### config.mk
export PLATFORM = sky130hd
export DESIGN_NAME = uart_mini_rx
export DESIGN_NICKNAME = d
export VERILOG_FILES = /design/src/rtl/uart_mini_rx_pkg.sv /design/src/rtl/uart_rx_core.sv /design/src/rtl/uart_mini_rx.sv
export SDC_FILE = /design/constraint.sdc
export NUM_CORES = 1
export LEC_CHECK = 0
export BUFFER_PORTS_ARGS = -buffer_cell sky130_fd_sc_hd__buf_2
export CELL_PAD_IN_SITES_DETAIL_PLACEMENT = 0
export CELL_PAD_IN_SITES_GLOBAL_PLACEMENT = 1
export CORE_ASPECT_RATIO = 1.1
export CORE_UTILIZATION = 45
export CTS_CLUSTER_DIAMETER = 100
export DETAILED_ROUTE_END_ITERATION = 6
export PLACE_DENSITY_LB_ADDON = 0.1
export SYNTH_ARGS = -nofsm -noshare
export SYNTH_HDL_FRONTEND = slang
export SYNTH_SLANG_ARGS = --single-unit
### constraint.sdc
create_clock -name clk -period 5.3 [get_ports clk]
set_clock_uncertainty 0.05 [all_clocks]
set_input_delay 0.265 -clock clk [delete_from_list [all_inputs] [get_ports clk]]
set_output_delay 0.265 -clock clk [all_outputs]
set_load 0.005 [all_outputs]
### src/rtl/uart_mini_rx_pkg.sv
// Shared constants for the mini UART receiver: bit period, register map,
// register bit indices and receive FSM states.
package uart_mini_rx_pkg;

    localparam int unsigned SERIAL_WCNT = 16;

    // Register offsets as seen on paddr[3:2]
    localparam logic [1:0] UART_RX_DATA = 2'd0;
    localparam logic [1:0] UART_RX_STAT = 2'd1;
    localparam logic [1:0] UART_RX_CTRL = 2'd2;

    localparam int unsigned STAT_NE    = 0;
    localparam int unsigned STAT_FULL  = 1;
    localparam int unsigned STAT_OVR   = 2;
    localparam int unsigned STAT_FRM   = 3;

    localparam int unsigned CTRL_RX_EN      = 0;
    localparam int unsigned CTRL_IRQ_EN     = 1;
    localparam int unsigned CTRL_ERR_IRQ_EN = 2;

    typedef enum logic [1:0] {
        RX_IDLE  = 2'd0,
        RX_START = 2'd1,
        RX_DATA  = 2'd2,
        RX_STOP  = 2'd3
    } rx_state_e;

endpackage

### src/rtl/uart_rx_core.sv
// 8N1 deserialiser: input synchroniser, receive FSM and bit/cycle counters.
// Emits one-cycle byte_valid/frame_err strobes at the stop-bit sample.
module uart_rx_core
    import uart_mini_rx_pkg::*;
#(
    parameter int unsigned CLKS_PER_BIT = SERIAL_WCNT
) (
    input  logic       clk_i,
    input  logic       rst_ni,
    input  logic       rx_i,
    input  logic       rx_en_i,
    output logic       byte_valid_o,
    output logic [7:0] byte_data_o,
    output logic       frame_err_o
);
    localparam int unsigned CntW = $clog2(CLKS_PER_BIT);
    localparam logic [CntW-1:0] HalfLast = CntW'(CLKS_PER_BIT / 2 - 1);
    localparam logic [CntW-1:0] BitLast  = CntW'(CLKS_PER_BIT - 1);

    logic [1:0]      sync_q;
    logic            rx_prev_q;
    logic            rx_s;
    rx_state_e       state_q, state_d;
    logic [CntW-1:0] cnt_q, cnt_d;
    logic [2:0]      bit_q, bit_d;
    logic [7:0]      shift_q, shift_d;

    assign rx_s = sync_q[1];

    always_ff @(posedge clk_i or negedge rst_ni) begin
        if (!rst_ni) begin
            sync_q    <= 2'b11;
            rx_prev_q <= 1'b1;
            state_q   <= RX_IDLE;
            cnt_q     <= '0;
            bit_q     <= '0;
            shift_q   <= '0;
        end else begin
            sync_q    <= {sync_q[0], rx_i};
            rx_prev_q <= rx_s;
            state_q   <= state_d;
            cnt_q     <= cnt_d;
            bit_q     <= bit_d;
            shift_q   <= shift_d;
        end
    end

    always_comb begin
        state_d      = state_q;
        cnt_d        = cnt_q;
        bit_d        = bit_q;
        shift_d      = shift_q;
        byte_valid_o = 1'b0;
        frame_err_o  = 1'b0;
        if (!rx_en_i) begin
            state_d = RX_IDLE;
            cnt_d   = '0;
            bit_d   = '0;
        end else begin
            unique case (state_q)
                RX_IDLE: begin
                    // A start needs a fresh falling edge, so a held-low break is seen once
                    if (rx_prev_q && !rx_s) begin
                        state_d = RX_START;
                        cnt_d   = '0;
                    end
                end
                RX_START: begin
                    if (cnt_q == HalfLast) begin
                        cnt_d   = '0;
                        bit_d   = '0;
                        state_d = rx_s ? RX_IDLE : RX_DATA;
                    end else begin
                        cnt_d = cnt_q + CntW'(1);
                    end
                end
                RX_DATA: begin
                    if (cnt_q == BitLast) begin
                        cnt_d   = '0;
                        shift_d = {rx_s, shift_q[7:1]};
                        bit_d   = bit_q + 3'd1;
                        if (bit_q == 3'd7) begin
                            state_d = RX_STOP;
                        end
                    end else begin
                        cnt_d = cnt_q + CntW'(1);
                    end
                end
                RX_STOP: begin
                    if (cnt_q == BitLast) begin
                        cnt_d        = '0;
                        state_d      = RX_IDLE;
                        byte_valid_o = rx_s;
                        frame_err_o  = ~rx_s;
                    end else begin
                        cnt_d = cnt_q + CntW'(1);
                    end
                end
                default: state_d = RX_IDLE;
            endcase
        end
    end

    assign byte_data_o = shift_q;

endmodule

### src/rtl/uart_mini_rx.sv
// APB receive UART: byte FIFO, status/control registers and register decode
// around the uart_rx_core deserialiser.
module uart_mini_rx
    import uart_mini_rx_pkg::*;
#(
    parameter int unsigned CLKS_PER_BIT = SERIAL_WCNT,
    parameter int unsigned FIFO_DEPTH   = 4
) (
    input  logic        clk,
    input  logic        rst_n,
    input  logic        apbs_psel,
    input  logic        apbs_penable,
    input  logic        apbs_pwrite,
    input  logic [15:0] apbs_paddr,
    input  logic [31:0] apbs_pwdata,
    output logic [31:0] apbs_prdata,
    output logic        apbs_pready,
    output logic        apbs_pslverr,
    input  logic        rx,
    output logic        rts,
    output logic        irq,
    output logic        dreq
);
    localparam int unsigned PtrW = $clog2(FIFO_DEPTH);
    localparam int unsigned LvlW = PtrW + 1;
    localparam logic [LvlW-1:0] LvlFull = LvlW'(FIFO_DEPTH);
    localparam logic [LvlW-1:0] LvlRts  = LvlW'(FIFO_DEPTH - 1);

    logic [7:0]      mem_q [FIFO_DEPTH];
    logic [PtrW-1:0] wr_ptr_q, wr_ptr_d;
    logic [PtrW-1:0] rd_ptr_q, rd_ptr_d;
    logic [LvlW-1:0] level_q, level_d;
    logic            ovr_q, ovr_d;
    logic            frm_q, frm_d;
    logic [2:0]      ctrl_q, ctrl_d;

    logic       byte_valid;
    logic [7:0] byte_data;
    logic       frame_err;
    logic [1:0] addr_sel;
    logic       wr_acc, rd_acc, empty, full, pop, push_ok, overrun_evt, stat_wr;
    logic       unused_apb;

    assign unused_apb = ^{apbs_paddr[15:4], apbs_paddr[1:0], apbs_pwdata[31:4]};

    uart_rx_core #(
        .CLKS_PER_BIT(CLKS_PER_BIT)
    ) u_core (
        .clk_i       (clk),
        .rst_ni      (rst_n),
        .rx_i        (rx),
        .rx_en_i     (ctrl_q[CTRL_RX_EN]),
        .byte_valid_o(byte_valid),
        .byte_data_o (byte_data),
        .frame_err_o (frame_err)
    );

    assign addr_sel = apbs_paddr[3:2];
    assign wr_acc   = apbs_psel & apbs_penable & apbs_pwrite;
    assign rd_acc   = apbs_psel & apbs_penable & ~apbs_pwrite;
    assign empty    = (level_q == '0);
    assign full     = (level_q == LvlFull);
    assign pop      = rd_acc & (addr_sel == UART_RX_DATA) & ~empty;
    // A simultaneous pop frees the slot, so a push into a full FIFO still lands
    assign push_ok     = byte_valid & (~full | pop);
    assign overrun_evt = byte_valid & full & ~pop;
    assign stat_wr     = wr_acc & (addr_sel == UART_RX_STAT);

    always_comb begin
        wr_ptr_d = wr_ptr_q;
        rd_ptr_d = rd_ptr_q;
        level_d  = level_q;
        if (push_ok) begin
            wr_ptr_d = wr_ptr_q + PtrW'(1);
        end
        if (pop) begin
            rd_ptr_d = rd_ptr_q + PtrW'(1);
        end
        if (push_ok && !pop) begin
            level_d = level_q + LvlW'(1);
        end else if (!push_ok && pop) begin
            level_d = level_q - LvlW'(1);
        end
    end

    // New errors win over a same-cycle W1C
    always_comb begin
        ovr_d  = overrun_evt | (ovr_q & ~(stat_wr & apbs_pwdata[STAT_OVR]));
        frm_d  = frame_err | (frm_q & ~(stat_wr & apbs_pwdata[STAT_FRM]));
        ctrl_d = ctrl_q;
        if (wr_acc && addr_sel == UART_RX_CTRL) begin
            ctrl_d = apbs_pwdata[2:0];
        end
    end

    always_ff @(posedge clk or negedge rst_n) begin
        if (!rst_n) begin
            mem_q    <= '{default: '0};
            wr_ptr_q <= '0;
            rd_ptr_q <= '0;
            level_q  <= '0;
            ovr_q    <= 1'b0;
            frm_q    <= 1'b0;
            ctrl_q   <= 3'b001;
        end else begin
            if (push_ok) begin
                mem_q[wr_ptr_q] <= byte_data;
            end
            wr_ptr_q <= wr_ptr_d;
            rd_ptr_q <= rd_ptr_d;
            level_q  <= level_d;
            ovr_q    <= ovr_d;
            frm_q    <= frm_d;
            ctrl_q   <= ctrl_d;
        end
    end

    always_comb begin
        apbs_prdata = '0;
        case (addr_sel)
            UART_RX_DATA: begin
                if (!empty) begin
                    apbs_prdata = {23'b0, 1'b1, mem_q[rd_ptr_q]};
                end
            end
            UART_RX_STAT: apbs_prdata = {24'b0, 4'(level_q), frm_q, ovr_q, full, ~empty};
            UART_RX_CTRL: apbs_prdata = {29'b0, ctrl_q};
            default:      apbs_prdata = '0;
        endcase
    end

    assign apbs_pready  = 1'b1;
    assign apbs_pslverr = 1'b0;
    assign dreq         = ~empty;
    assign rts          = (level_q >= LvlRts);
    assign irq          = (ctrl_q[CTRL_IRQ_EN] & ~empty)
                        | (ctrl_q[CTRL_ERR_IRQ_EN] & (ovr_q | frm_q));

endmodule

---- Word-level counts from Yosys, hierarchy flattened ----
Index checks and enable logic that the tools add are counted.
cells by class
  shifts and indexed selects .............. 0
  add/subtract/negate cells ............... 6
  reduce and logical (&&, ||, !) cells .... 16
  div/mod/pow operators ................... 0
  eq/ne operators ......................... 15
  bitwise gates (word level) .............. 29
  multiply operators ...................... 0
  $lt $le $gt $ge ......................... 4
  mux-type cells .......................... 33
operators by type and width
  operator                                                                  count
  32-bit case mux with 3 select lines                                       1
  32-bit bitwise mux                                                        1
  8-bit 2-to-1 mux                                                          3
  8-bit binary-select mux with 2-bit select                                 1
  8-bit demux with 2-bit select                                             1
  4-bit 2-to-1 mux                                                          4
  1-bit bitwise AND                                                         15
  3-bit 2-to-1 mux                                                          5
  3-bit by 2-bit inequality test with 1-bit output (second input constant)  5
  2-bit 2-to-1 mux                                                          7
  4-bit case mux with 3 select lines                                        1
  9-bit 2-to-1 mux                                                          1
  2-bit case mux with 4 select lines                                        1
  1-bit NOT                                                                 7
  3-bit by 1-bit adder with 3-bit output (second input constant)            2
  2-bit == test (second input constant)                                     3
  3-bit == test (second input constant)                                     2
  3-bit >= comparator (second input constant)                               2
  1-bit 2-to-1 mux                                                          6
  2-bit NOT with 3-bit output                                               2
  3-bit case mux with 2 select lines                                        1
  3-bit AND reduction                                                       2
  1-bit logical AND                                                         5
  1-bit bitwise OR                                                          5
  15 further kinds                                                          20
word-level totals
  word-level logic and storage cells ...... 119
  latch bits .............................. 0
  bits in writable memories ............... 0
  register bits ........................... 64
  memories kept ........................... 0
  input bits .............................. 54
  output and inout bits ................... 37
  memory bits (read-only) ................. 0

---- Depth between registers and ports, before layout ----
Gate-level depths: netlist (run 1).
  depth in word-level cells ............... 10
  depth in mapped cells ................... 11
  mapped depth without buffers ............ 10

---- Cells and area by module ----
Synthesis (run 1) repeated with hierarchy kept, for this count alone.
second synthesis, totals
  cell total of the unflattened synthesis .. 273
  area total of the unflattened synthesis .. 3,328.2 sq um
by module, submodules not included
  module        cells each  instances  sequential area each (sq um)  area each (sq um)
  uart_mini_rx  192         1          1,102.3                       2,392.3
  uart_rx_core  81          1          504.2                         935.9

---- Worst setup path after synthesis (run 1) ----
OpenSTA, ideal clock, no wires.
  path kind ............................... register -> register
  start point ............................. register u_core.cnt_q[0]
  end point ............................... register level_q[2]
  data arrival time ....................... 2,372 ps
  clock period less this slack ............ 2,501 ps
  setup slack ............................. 2,799 ps
  path buffers ............................ 1
  data required time ...................... 5,171 ps
  stages on the path, launching flop included .. 12
  library setup time ...................... 79 ps
  cells stage by stage .................... dfrtp_1 > ha_1 > and3_4 > and4_2 > clkbuf_1 > and2_0 > ha_1 > inv_1 > fa_1 > xor2_1 > nor2_1 > xor2_1
between the ends
  word-level cells in the longest chain between the ends .. 8
  elaborated cells on any way between the ends .. 10
  classes of those cells .................. eq/ne (1); mux (4); bitwise (1); reduce/logical (4)
ends and longest elaborated chain
  element                       line                 RTL
  start: declaration            uart_rx_core.sv:24   logic [CntW-1:0] cnt_q, cnt_d;
  start signal: assignment      uart_rx_core.sv:42   cnt_q <= cnt_d;
  4-bit == test (*)             uart_rx_core.sv:90   if (cnt_q == BitLast) begin
  1-bit 2-to-1 mux (*)          uart_rx_core.sv:90
  1-bit 2-to-1 mux (*)          uart_rx_core.sv:60   unique case (state_q)
  1-bit 2-to-1 mux (*)          uart_rx_core.sv:55   if (!rx_en_i) begin
  1-bit bitwise AND (*)         uart_mini_rx.sv:65   assign push_ok = byte_valid & (~full | pop);
  named net push_ok             uart_mini_rx.sv:41   logic wr_acc, rd_acc, empty, full, pop, push_ok, overrun_evt, stat_wr;
  1-bit logical NOT             uart_mini_rx.sv:81   end else if (!push_ok && pop) begin
  1-bit logical AND             uart_mini_rx.sv:81
  2-bit nonzero test (no line)  -
  end signal: assignment        uart_mini_rx.sv:111  level_q <= level_d;
  end: declaration              uart_mini_rx.sv:32   logic [LvlW-1:0] level_q, level_d;
Mark *: on every way through the listed nets, which the timed path passes. The rest lies on a longest branch.
A chain may end at the register's enable or synchronous reset.

---- Worst setup path in the final report (run 1) ----
  start point ............................. register ctrl_q[0]
  end point ............................... register level_q[2]
between the ends
  word-level cells in the longest chain between the ends .. 5
  elaborated cells on any way between the ends .. 7
  classes of those cells .................. mux (2); bitwise (1); reduce/logical (4)
ends and longest elaborated chain
  element                       line                 RTL
  start: declaration            uart_mini_rx.sv:35   logic [2:0] ctrl_q, ctrl_d;
  start signal: assignment      uart_mini_rx.sv:114  ctrl_q <= ctrl_d;
  1-bit 2-to-1 mux (*)          uart_rx_core.sv:55
  1-bit bitwise AND (*)         uart_mini_rx.sv:65
  named net push_ok             uart_mini_rx.sv:41
  1-bit logical NOT             uart_mini_rx.sv:81
  1-bit logical AND             uart_mini_rx.sv:81
  2-bit nonzero test (no line)  -
Marked as above.

==> flow_summary_export.csv, run 1 <==
group,metric,value,unit
outcome,status,"complete, but fails checks",
outcome,violations,"DRC",
synthesis,synth-seq-cells,64,
global_routing,overflow,0,
cells_and_area,seq_area,1610,µm²
power,intPower,0.876,mW
synthesis,synth_top_flop_cell,"dfrtp_1",
global_routing,grt_pass1_wl,10.3,mm
timing,drv_slew,0,
global_routing,grt_usage,17.5,%
routing,drtPass1Iterations,6,
cells_and_area,area_growth,8.33,%
job,drv_cap,0,
cells_and_area,fin_nets,351,
critical_path,cp.required,5.51,ns
routing,wl_per_cell,16.6,µm
synthesis,async_flop_share,100,%
synthesis,yosys.area.top_type_share,44.8,%
floorplanning,ios,91,
cts,htree_levels,3,
synthesis,synth_edf_count,0,
critical_path,cpMostUsedCell,"xor2_1",
cts,cts_max_path_buffers,2,
floorplanning,initial_utilization,47.2,%
cts,cts_buffers,9,
critical_path,cp-end-kind,"flip-flop",
timing,finalHoldViolations,0,
power,power_density,349,nW/µm²
critical_path,worstSetupPathType,"flip-flop to flip-flop",
cts,clock_sinks,64,
critical_path,path_max_fanout,11,
synthesis,postSynthAreaPerCell,12.6,µm²
place,gp_routability_congestion,0.691,
floorplanning,die_area,7790,µm²
synthesis,synth.largest_area_cell,"dfrtp_1",
floorplanning,coreArea,7090,µm²
cts,cts_tree,"done",
power,power.total,1.27,mW
routing,vias_per_cell,5.30,
floorplanning,die_y,92.5,µm
critical_path,startpoint_type,"flip-flop",
timing,rsz0062_at_grt,"no",
routing,routed_wl,6.28,mm
power,power_leakage,1.78,nW
floorplanning,die_width,84.2,µm
critical_path,crit_arrival,2.91,ns
synthesis,netlist_top_cells_area,"dfrtp_1, mux2_2, buf_4",
cells_and_area,fillers,654,
cts,clk_pin_slew,0.07,ns
cells_and_area,antenna_cells,0,
routing,drc_errors,10,
global_routing,grt_pass1_vias,1959,
cts,cts_root_buf,"clkbuf_8",
synthesis,synth_area,3350,µm²
timing,whs,0.0382,ns
cts,post_cts_resized,0,
critical_path,r2r_slack,2.60,ns
cells_and_area,multi_input_area,1550,µm²
timing,setup-tns-final,0,ns
power,clkPwrFrac,34.4,%
synthesis,synth-warning-count,0,
timing,post-route-min-period,2.70,ns
place,dp_hpwl,4.21,mm
synthesis,synthCells,266,
routing,drt_iter0_drc,89,
cells_and_area,utilization,51.2,%
synthesis,synthTopCellsByCount,"dfrtp_1, mux2_2, buf_4, nor2_1, nand2_1",
synthesis,yosysMostFrequentCell,"dfrtp_1",
critical_path,cp_cell_sequence,"and2_1 > and4_2 > and2_0 > ha_1 > inv_1 > fa_1 > xor2_1 > nor2_1 > xor2_1",
routing,final_antenna_net_count,0,
power,p_switching,0.390,mW
power,swShare,30.8,%
cts,cts_hold_repair.buffers,1,
floorplanning,placementRows,32,
cts,clk_latency,0.34,ns
timing,slew_headroom,45.7,%
power,seqPwrFrac,49.0,%
timing,max_clock_freq,371,MHz
critical_path,max_stage_delay,0.64,ns
power,ir_worst_vdd,0.177,mV
cts,cts_setup_buffers,0,
min_path,min_path_type,"input pin to asynchronous set/reset pin",
global_routing,grt_max_degree,65,
timing,finalSetupViolCount,0,
routing,via_count,2002,
place,io_buffers,23,
global_routing,antenna_found_initial,0,
synthesis,ys_seq_area_share,48.0,%
critical_path,critPathSlowestCell,"dfstp_2",
timing,finalCritPeriodShare,50.9,%
power,combPwrFrac,16.6,%
synthesis,ys_types,48,
cells_and_area,drive_gt1_share,37.2,%
timing,worstMarginPinSlew,0.814,ns
[cells in the final DEF, fill, tap and decap left out, types with 3 or more instances in the layout]
cell type	synthesis	layout
dfrtp_1	60	60
mux2_2	46	46
conb_1	2	25
buf_2	4	23
nor2_1	12	12
clkbuf_8	0	11
nand2_1	10	10
mux4_2	8	8
o21ai_0	8	8
ha_1	8	8
inv_1	7	7
a22oi_1	6	6
xor2_1	6	6
nand3_1	4	4
a32o_1	4	4
dfstp_2	4	4
nor2b_1	3	3
xnor2_1	3	3
a22o_1	3	3
[logic make-up (layout without fill, tap and decap cells)]
logic type      Yosys count  count (layout)  share of synthesized area [%]
flops                    64              64                           48.0
mux                      54              54                           20.9
simple gates             51              51                           8.82
buf+inv                  44              48                           8.33
compound gates           33              33                           7.85
fa+ha+maj                 9               9                           3.59
xor+xnor                  9               9                           2.35
other cells               2              25                          0.224
[flip-flops by register name, indices dropped and copies added, names as in the netlist]
| name | flops |
|---|---|
| u_core.sync_q | 2 |
| mem_q | 32 |
| wr_ptr_q | 2 |
| rd_ptr_q | 2 |
| ovr_q | 1 |
| u_core.rx_prev_q | 1 |
| u_core.bit_q | 3 |
| ctrl_q | 3 |
| u_core.state_q | 2 |
| u_core.byte_data_o | 8 |
| u_core.cnt_q | 4 |
| level_q | 3 |
| frm_q | 1 |
[power by group through the flow]
stage               Clock [mW]  Combinational, mW  Sequential [mW]
finish                   0.435              0.210            0.620
global placement             0              0.210            0.631
detailed placement           0              0.212            0.632
CTS                      0.447              0.213            0.623
global route             0.473              0.236            0.631
floorplan                    0              0.208            0.566
[final timing paths]
path / start / end / cells after the start
hold / removal: rst_n / u_core.cnt_q[1]$_DFFE_PN0N_ / 2
setup reg to reg: ctrl_q[0]$_DFFE_PN1P_ / level_q[2]$_DFFE_PN0P_ / 9
min in group clk: apbs_pwdata[1] / ctrl_q[1]$_DFFE_PN0P_ / 3
hold reg to reg: u_core.sync_q[0]$_DFF_PN1_ / u_core.sync_q[1]$_DFF_PN1_ / 0
max in group asynchronous: rst_n / mem_q[26]$_DFFE_PN0P_ / 2
setup / recovery: ctrl_q[0]$_DFFE_PN1P_ / level_q[2]$_DFFE_PN0P_ / 9
[routing by layer]
layer  track usage (%)  wire (µm)  vias up
met5                 0          0        -
met4              7.76        121        0
met3              4.10        216        8
met2              27.6       2950       36
met1              23.1       2990     1013
li1                  -          -      945
[through the flow]
stage | setup slack, ns | cell area [µm²] | cells
3_5_place_dp | 2.59 | 3410 | 361
5_1_grt | 2.46 | 3630 | 378
3_3_place_gp | 2.62 | 3410 | 361
6_report | 2.60 | 3630 | 378
2_1_floorplan | 2.80 | 3430 | 289
4_1_cts | 2.58 | 3630 | 378
[worst max-delay path, delay by kind of cell, from the launching register on]
kind                     cells  cell delay [ns]
XOR/XNOR                     2             0.30
adder cells (fa/ha/maj)      2             0.61
buffers and inverters        1             0.06
flip-flops                   1             0.64
AND/OR/NAND/NOR              4             0.99
[layout make-up]
cell class | instances | area share [%]
Clock buffer | 11 | 4.17
Clock inverter | 5 | 1.52
Inverter | 7 | 0.724
Multi-Input combinational cell | 181 | 42.7
Sequential cell | 64 | 44.3
Tap cell | 85 | 2.93
Timing Repair Buffer | 25 | 3.66
Note: power is estimated with default switching activity, not from simulation.
==> inputs of run 2 (changes only) <==
Settings changed: CORE_UTILIZATION 45 to 37.
Clock period 5.3 ns to 2.3 ns, I/O delays scaled along.
==> flow_summary_export.csv, run 2 (same netlist as run 1, synthesis figures left out) <==
group,metric,value,unit
timing,drv_slew,0,
cts,clock_sinks,64,
routing,drc_errors,0,
floorplanning,die_width,92.7,µm
power,seqPwrFrac,41.3,%
power,swShare,28.9,%
cells_and_area,fin_nets,380,
timing,post-route-min-period,2.18,ns
cts,clk_latency,0.34,ns
power,ir_worst_vdd,0.412,mV
routing,drt_iter0_drc,49,
cells_and_area,area_growth,18.8,%
place,io_buffers,23,
critical_path,max_stage_delay,0.43,ns
routing,vias_per_cell,4.80,
timing,whs,0.207,ns
cells_and_area,seq_area,1610,µm²
global_routing,grt_max_degree,31,
critical_path,crit_arrival,2.36,ns
routing,via_count,2093,
outcome,status,"completed",
timing,finalCritPeriodShare,94.7,%
routing,drtPass1Iterations,4,
timing,finalSetupViolCount,0,
cts,cts_buffers,9,
cells_and_area,layout_common_cells,"dfrtp_1, mux2_2, conb_1",
power,clkPwrFrac,36.1,%
cts,cts_root_buf,"clkbuf_8",
floorplanning,ios,91,
timing,setup-tns-final,0,ns
job,drv_cap,0,
critical_path,worstSetupPathType,"flip-flop to flip-flop",
routing,final_antenna_net_count,0,
global_routing,grt_pass1_wl,10.6,mm
critical_path,critPathSlowestCell,"dfrtp_1",
timing,max_clock_freq,459,MHz
place,gp_routability_congestion,0.730,
cts,htree_levels,3,
floorplanning,placementRows,36,
cells_and_area,fillers,830,
global_routing,grt_use_met3,3.53,%
cells_and_area,antenna_cells,0,
cts,clk_pin_slew,0.07,ns
cells_and_area,largest_reg_flops,32,
cells_and_area,drive_gt1_share,43.5,%
power,power_leakage,1.95,nW
critical_path,cp-end-kind,"flip-flop",
critical_path,cp.required,2.48,ns
timing,slew_headroom,54.1,%
routing,wl_per_cell,14.9,µm
cts,cts_tree,"done",
critical_path,cpMostUsedCell,"ha_4",
floorplanning,die_area,9430,µm²
critical_path,startpoint_type,"flip-flop",
global_routing,antenna_found_initial,0,
cells_and_area,multi_input_area,1580,µm²
cts,cts_max_path_buffers,2,
timing,worstMarginPinSlew,0.689,ns
global_routing,top_usage_layer,"met2",
place,post-place-ws,0.0272,ns
power,combPwrFrac,22.6,%
place,dp_hpwl,4.56,mm
routing,routed_wl,6.51,mm
global_routing,grt_util_met1,21.5,%
cells_and_area,utilization,45.1,%
global_routing,grt_pass1_vias,2002,
timing,finalWorstSetupSlack,0.122,ns
power,power_density,820,nW/µm²
critical_path,path_max_fanout,3,
cells_and_area,final_common_cell,"dfrtp_1",
timing,finalHoldViolations,0,
cells_and_area,largest_register,"mem_q",
global_routing,overflow,0,
min_path,min_path_type,"input pin to flip-flop",
power,p_switching,0.943,mW
global_routing,grt_usage,15.2,%
global_routing,grtUsageMet2,22.5,%
floorplanning,coreArea,8830,µm²
floorplanning,initial_utilization,37.9,%
critical_path,cp_cell_sequence,"ha_4 > and3_4 > and4_4 > and2_4 > ha_4 > inv_2 > fa_2 > mux2_2",
power,intPower,2.32,mW
floorplanning,die_y,102,µm
run 2: cell count changes in the layout (fill, tap and decap cells not counted), sizes merged:
cell / before / now
clkinv: 2 / 3
bufinv: 1 / 3
clkinvlp: 2 / 1
clkbuf: 11 / 9
buf: 24 / 48
dlygate4sd3: 1 / 6
run 2: through the flow:
stage / cells / power, mW / instance area (µm²)
3_5_place_dp: 412 / 2.09 / 3640
2_1_floorplan: 289 / 1.78 / 3460
5_1_grt: 436 / 3.46 / 3980
3_3_place_gp: 412 / 2.07 / 3640
6_report: 436 / 3.26 / 3980
4_1_cts: 434 / 3.28 / 3950
run 2: cell type report:
class,count,share of cell area [%]
flip-flops and latches,64,40.5
multi-input cells,181,39.7
repair buffers,54,9.44
well taps,114,3.59
clock buffers,9,3.11
clock inverters,7,3.02
inverters,7,0.661
run 2: power by group through the flow:
stage / Combinational [mW] / Sequential, mW / Clock [mW]
3_3_place_gp: 0.718 / 1.36 / 0
6_report: 0.737 / 1.35 / 1.18
2_1_floorplan: 0.480 / 1.30 / 0
4_1_cts: 0.735 / 1.34 / 1.21
5_1_grt: 0.827 / 1.36 / 1.27
3_5_place_dp: 0.725 / 1.36 / 0
run 2: per-layer routing:
layer  wire length (µm)  part of all wire, %
met1               3360                   52
met2               2830                   43
met3                219                  3.4
met4                102                  1.6
met5                  0                    0
run 2: critical path: cells and delay by family, from the launching register on:
| kind | cells | cell delay [ns] |
|---|---|---|
| adders and majority gates | 3 | 0.77 |
| and+or+nand+nor | 3 | 0.52 |
| DFF | 1 | 0.43 |
| muxes | 1 | 0.26 |
| buffers and inverters | 1 | 0.05 |
run 2: path summary, 6_finish.rpt:
| path | from | end | slack [ns] | cells past startpoint |
|---|---|---|---|---|
| setup / recovery | u_core.cnt_q[1]$_DFFE_PN0N_ | level_q[1]$_DFFE_PN0P_ | 0.12 | 8 |
| hold / removal | apbs_penable | ctrl_q[1]$_DFFE_PN0P_ | 0.21 | 5 |
| setup reg to reg | u_core.cnt_q[1]$_DFFE_PN0N_ | level_q[1]$_DFFE_PN0P_ | 0.12 | 8 |
| hold reg to reg | u_core.sync_q[0]$_DFF_PN1_ | u_core.sync_q[1]$_DFF_PN1_ | 0.31 | 0 |
| max in group asynchronous | rst_n | ctrl_q[0]$_DFFE_PN1P_ | 1.24 | 3 |
| min in group asynchronous | rst_n | level_q[1]$_DFFE_PN0P_ | 0.30 | 2 |
run 2: repair_timing:
item / CTS / global route
endpoints found under the setup margin: 0 / 5
endpoints found under the hold margin: 29 / 0
hold buffers: 6 / 0
gates resized for setup: 0 / 5
setup buffers: 0 / 2
==> inputs of run 3 (changes only) <==
Settings changed: RECOVER_POWER set to 25.
==> flow_summary_export.csv, run 3 (same netlist as run 1, synthesis figures left out) <==
group,metric,value,unit
cts,cts_root_buf,"clkbuf_8",
routing,routed_wl,6.51,mm
power,clkPwrFrac,36.2,%
routing,drtPass1Iterations,4,
place,placed_cells,412,
global_routing,grt_pass1_vias,2002,
critical_path,startpoint_type,"flip-flop",
power,ir_worst_vdd,0.412,mV
critical_path,worstSetupPathType,"flip-flop to flip-flop",
floorplanning,coreArea,8830,µm²
floorplanning,ios,91,
critical_path,path_max_fanout,3,
cells_and_area,largest_register,"mem_q",
cts,cts_max_path_buffers,2,
floorplanning,die_area,9430,µm²
min_path,min_path_type,"input pin to flip-flop",
critical_path,cp.required,2.48,ns
critical_path,crit_arrival,2.36,ns
place,io_buffers,23,
timing,max_clock_freq,459,MHz
floorplanning,initial_utilization,37.9,%
power,seqPwrFrac,41.3,%
cells_and_area,layout_common_cells,"dfrtp_1, mux2_2, conb_1",
routing,drc_errors,0,
routing,final_antenna_net_count,0,
place,post-place-ws,0.0272,ns
cts,clock_sinks,64,
floorplanning,die_y,102,µm
floorplanning,placementRows,36,
critical_path,cp-end-kind,"flip-flop",
outcome,violations,"capacitance limit, slew limit",
timing,whs,0.206,ns
power,combPwrFrac,22.5,%
cts,cts_tree,"done",
global_routing,grt_pass1_wl,10.6,mm
global_routing,antenna_found_initial,0,
timing,drv_slew,29,
cells_and_area,area_growth,18.5,%
power,intPower,2.32,mW
job,drv_cap,1,
cells_and_area,largest_reg_flops,32,
timing,slew_headroom,-9.97,%
power,power_density,822,nW/µm²
cells_and_area,antenna_cells,0,
cells_and_area,final_common_cell,"dfrtp_1",
global_routing,grt_usage,15.2,%
timing,finalSetupViolCount,0,
floorplanning,die_width,92.7,µm
power,swShare,28.9,%
global_routing,overflow,0,
cts,cts_buffers,9,
timing,finalWorstSetupSlack,0.122,ns
outcome,status,"complete, but fails checks",
routing,drt_iter0_drc,49,
place,gp_routability_congestion,0.730,
cts,clk_latency,0.34,ns
routing,wl_per_cell,14.9,µm
timing,worstMarginPinSlew,1.65,ns
power,power_leakage,1.94,nW
cells_and_area,fin_nets,380,
routing,vias_per_cell,4.81,
cells_and_area,drive_gt1_share,42.2,%
cts,clk_pin_slew,0.07,ns
cts,htree_levels,3,
timing,post-route-min-period,2.18,ns
timing,finalCritPeriodShare,94.7,%
timing,finalHoldViolations,0,
global_routing,grt_max_degree,31,
place,dp_hpwl,4.56,mm
routing,via_count,2095,
power,p_switching,0.943,mW
cells_and_area,final_cells,436,
## run 3: changes by cell type in the layout (fill, tap and decap cells not counted), sizes merged
cell / previous run / this run
buf: 48 / 43
clkbuf: 9 / 14
## run 3: stage by stage
stage	area, µm²	TNS, ns	util [%]	power [mW]
floorplan	3460	-0.00761	-	1.78
global placement	3640	0	41.3	2.07
detailed placement	3640	0	41.3	2.09
CTS	3950	0	44.7	3.28
global route	3970	-0.00349	44.9	3.46
finish	3970	0	44.9	3.26
## run 3: final timing paths
| kind | start | end | slack, ns | depth (start not counted) |
|---|---|---|---|---|
| min | apbs_penable | ctrl_q[1]$_DFFE_PN0P_ | 0.21 | 5 |
| min in group asynchronous | rst_n | level_q[1]$_DFFE_PN0P_ | 0.68 | 2 |
| max in group asynchronous | rst_n | ctrl_q[0]$_DFFE_PN1P_ | 0.48 | 3 |
| max | u_core.cnt_q[1]$_DFFE_PN0N_ | level_q[1]$_DFFE_PN0P_ | 0.12 | 8 |
| min reg2reg | u_core.sync_q[0]$_DFF_PN1_ | u_core.sync_q[1]$_DFF_PN1_ | 0.31 | 0 |
| max reg2reg | u_core.cnt_q[1]$_DFFE_PN0N_ | level_q[1]$_DFFE_PN0P_ | 0.12 | 8 |
## run 3: area by class of cell
type / count / area, µm²
fillers: 833 / 4860
flip-flops and latches: 64 / 1610
multi-input cells: 181 / 1580
repair buffers: 54 / 365
well taps: 114 / 143
clock buffers: 9 / 124
clock inverters: 7 / 120
inverters: 7 / 26.3
## run 3: metal layers
layer | GRT usage, % | wire length, µm
met1 | 21.5 | 3360
met2 | 22.5 | 2830
met3 | 3.53 | 218
met4 | 6.04 | 102
met5 | 0 | 0
## run 3: power by group through the flow
| stage | clock network (mW) | logic [mW] | registers [mW] |
|---|---|---|---|
| final | 1.18 | 0.735 | 1.35 |
| after global placement | 0 | 0.718 | 1.36 |
| after global routing | 1.27 | 0.825 | 1.36 |
| after floorplan | 0 | 0.480 | 1.30 |
| after detailed placement | 0 | 0.725 | 1.36 |
| after CTS | 1.21 | 0.735 | 1.34 |
## run 3: repair_timing
action | in CTS | in global routing
buffers inserted | 0 | 2
gates resized for setup | 0 | 5
endpoints found under the hold margin | 29 | 0
setup endpoints to repair | 0 | 5
hold buffers | 6 | 0
## run 3: critical path, cell delays in order (launching register included)
cell,delay [ns]
dfrtp_1,0.43
ha_4,0.19
and3_4,0.18
and4_4,0.18
and2_4,0.16
ha_4,0.16
inv_2,0.05
fa_2,0.42
mux2_2,0.26
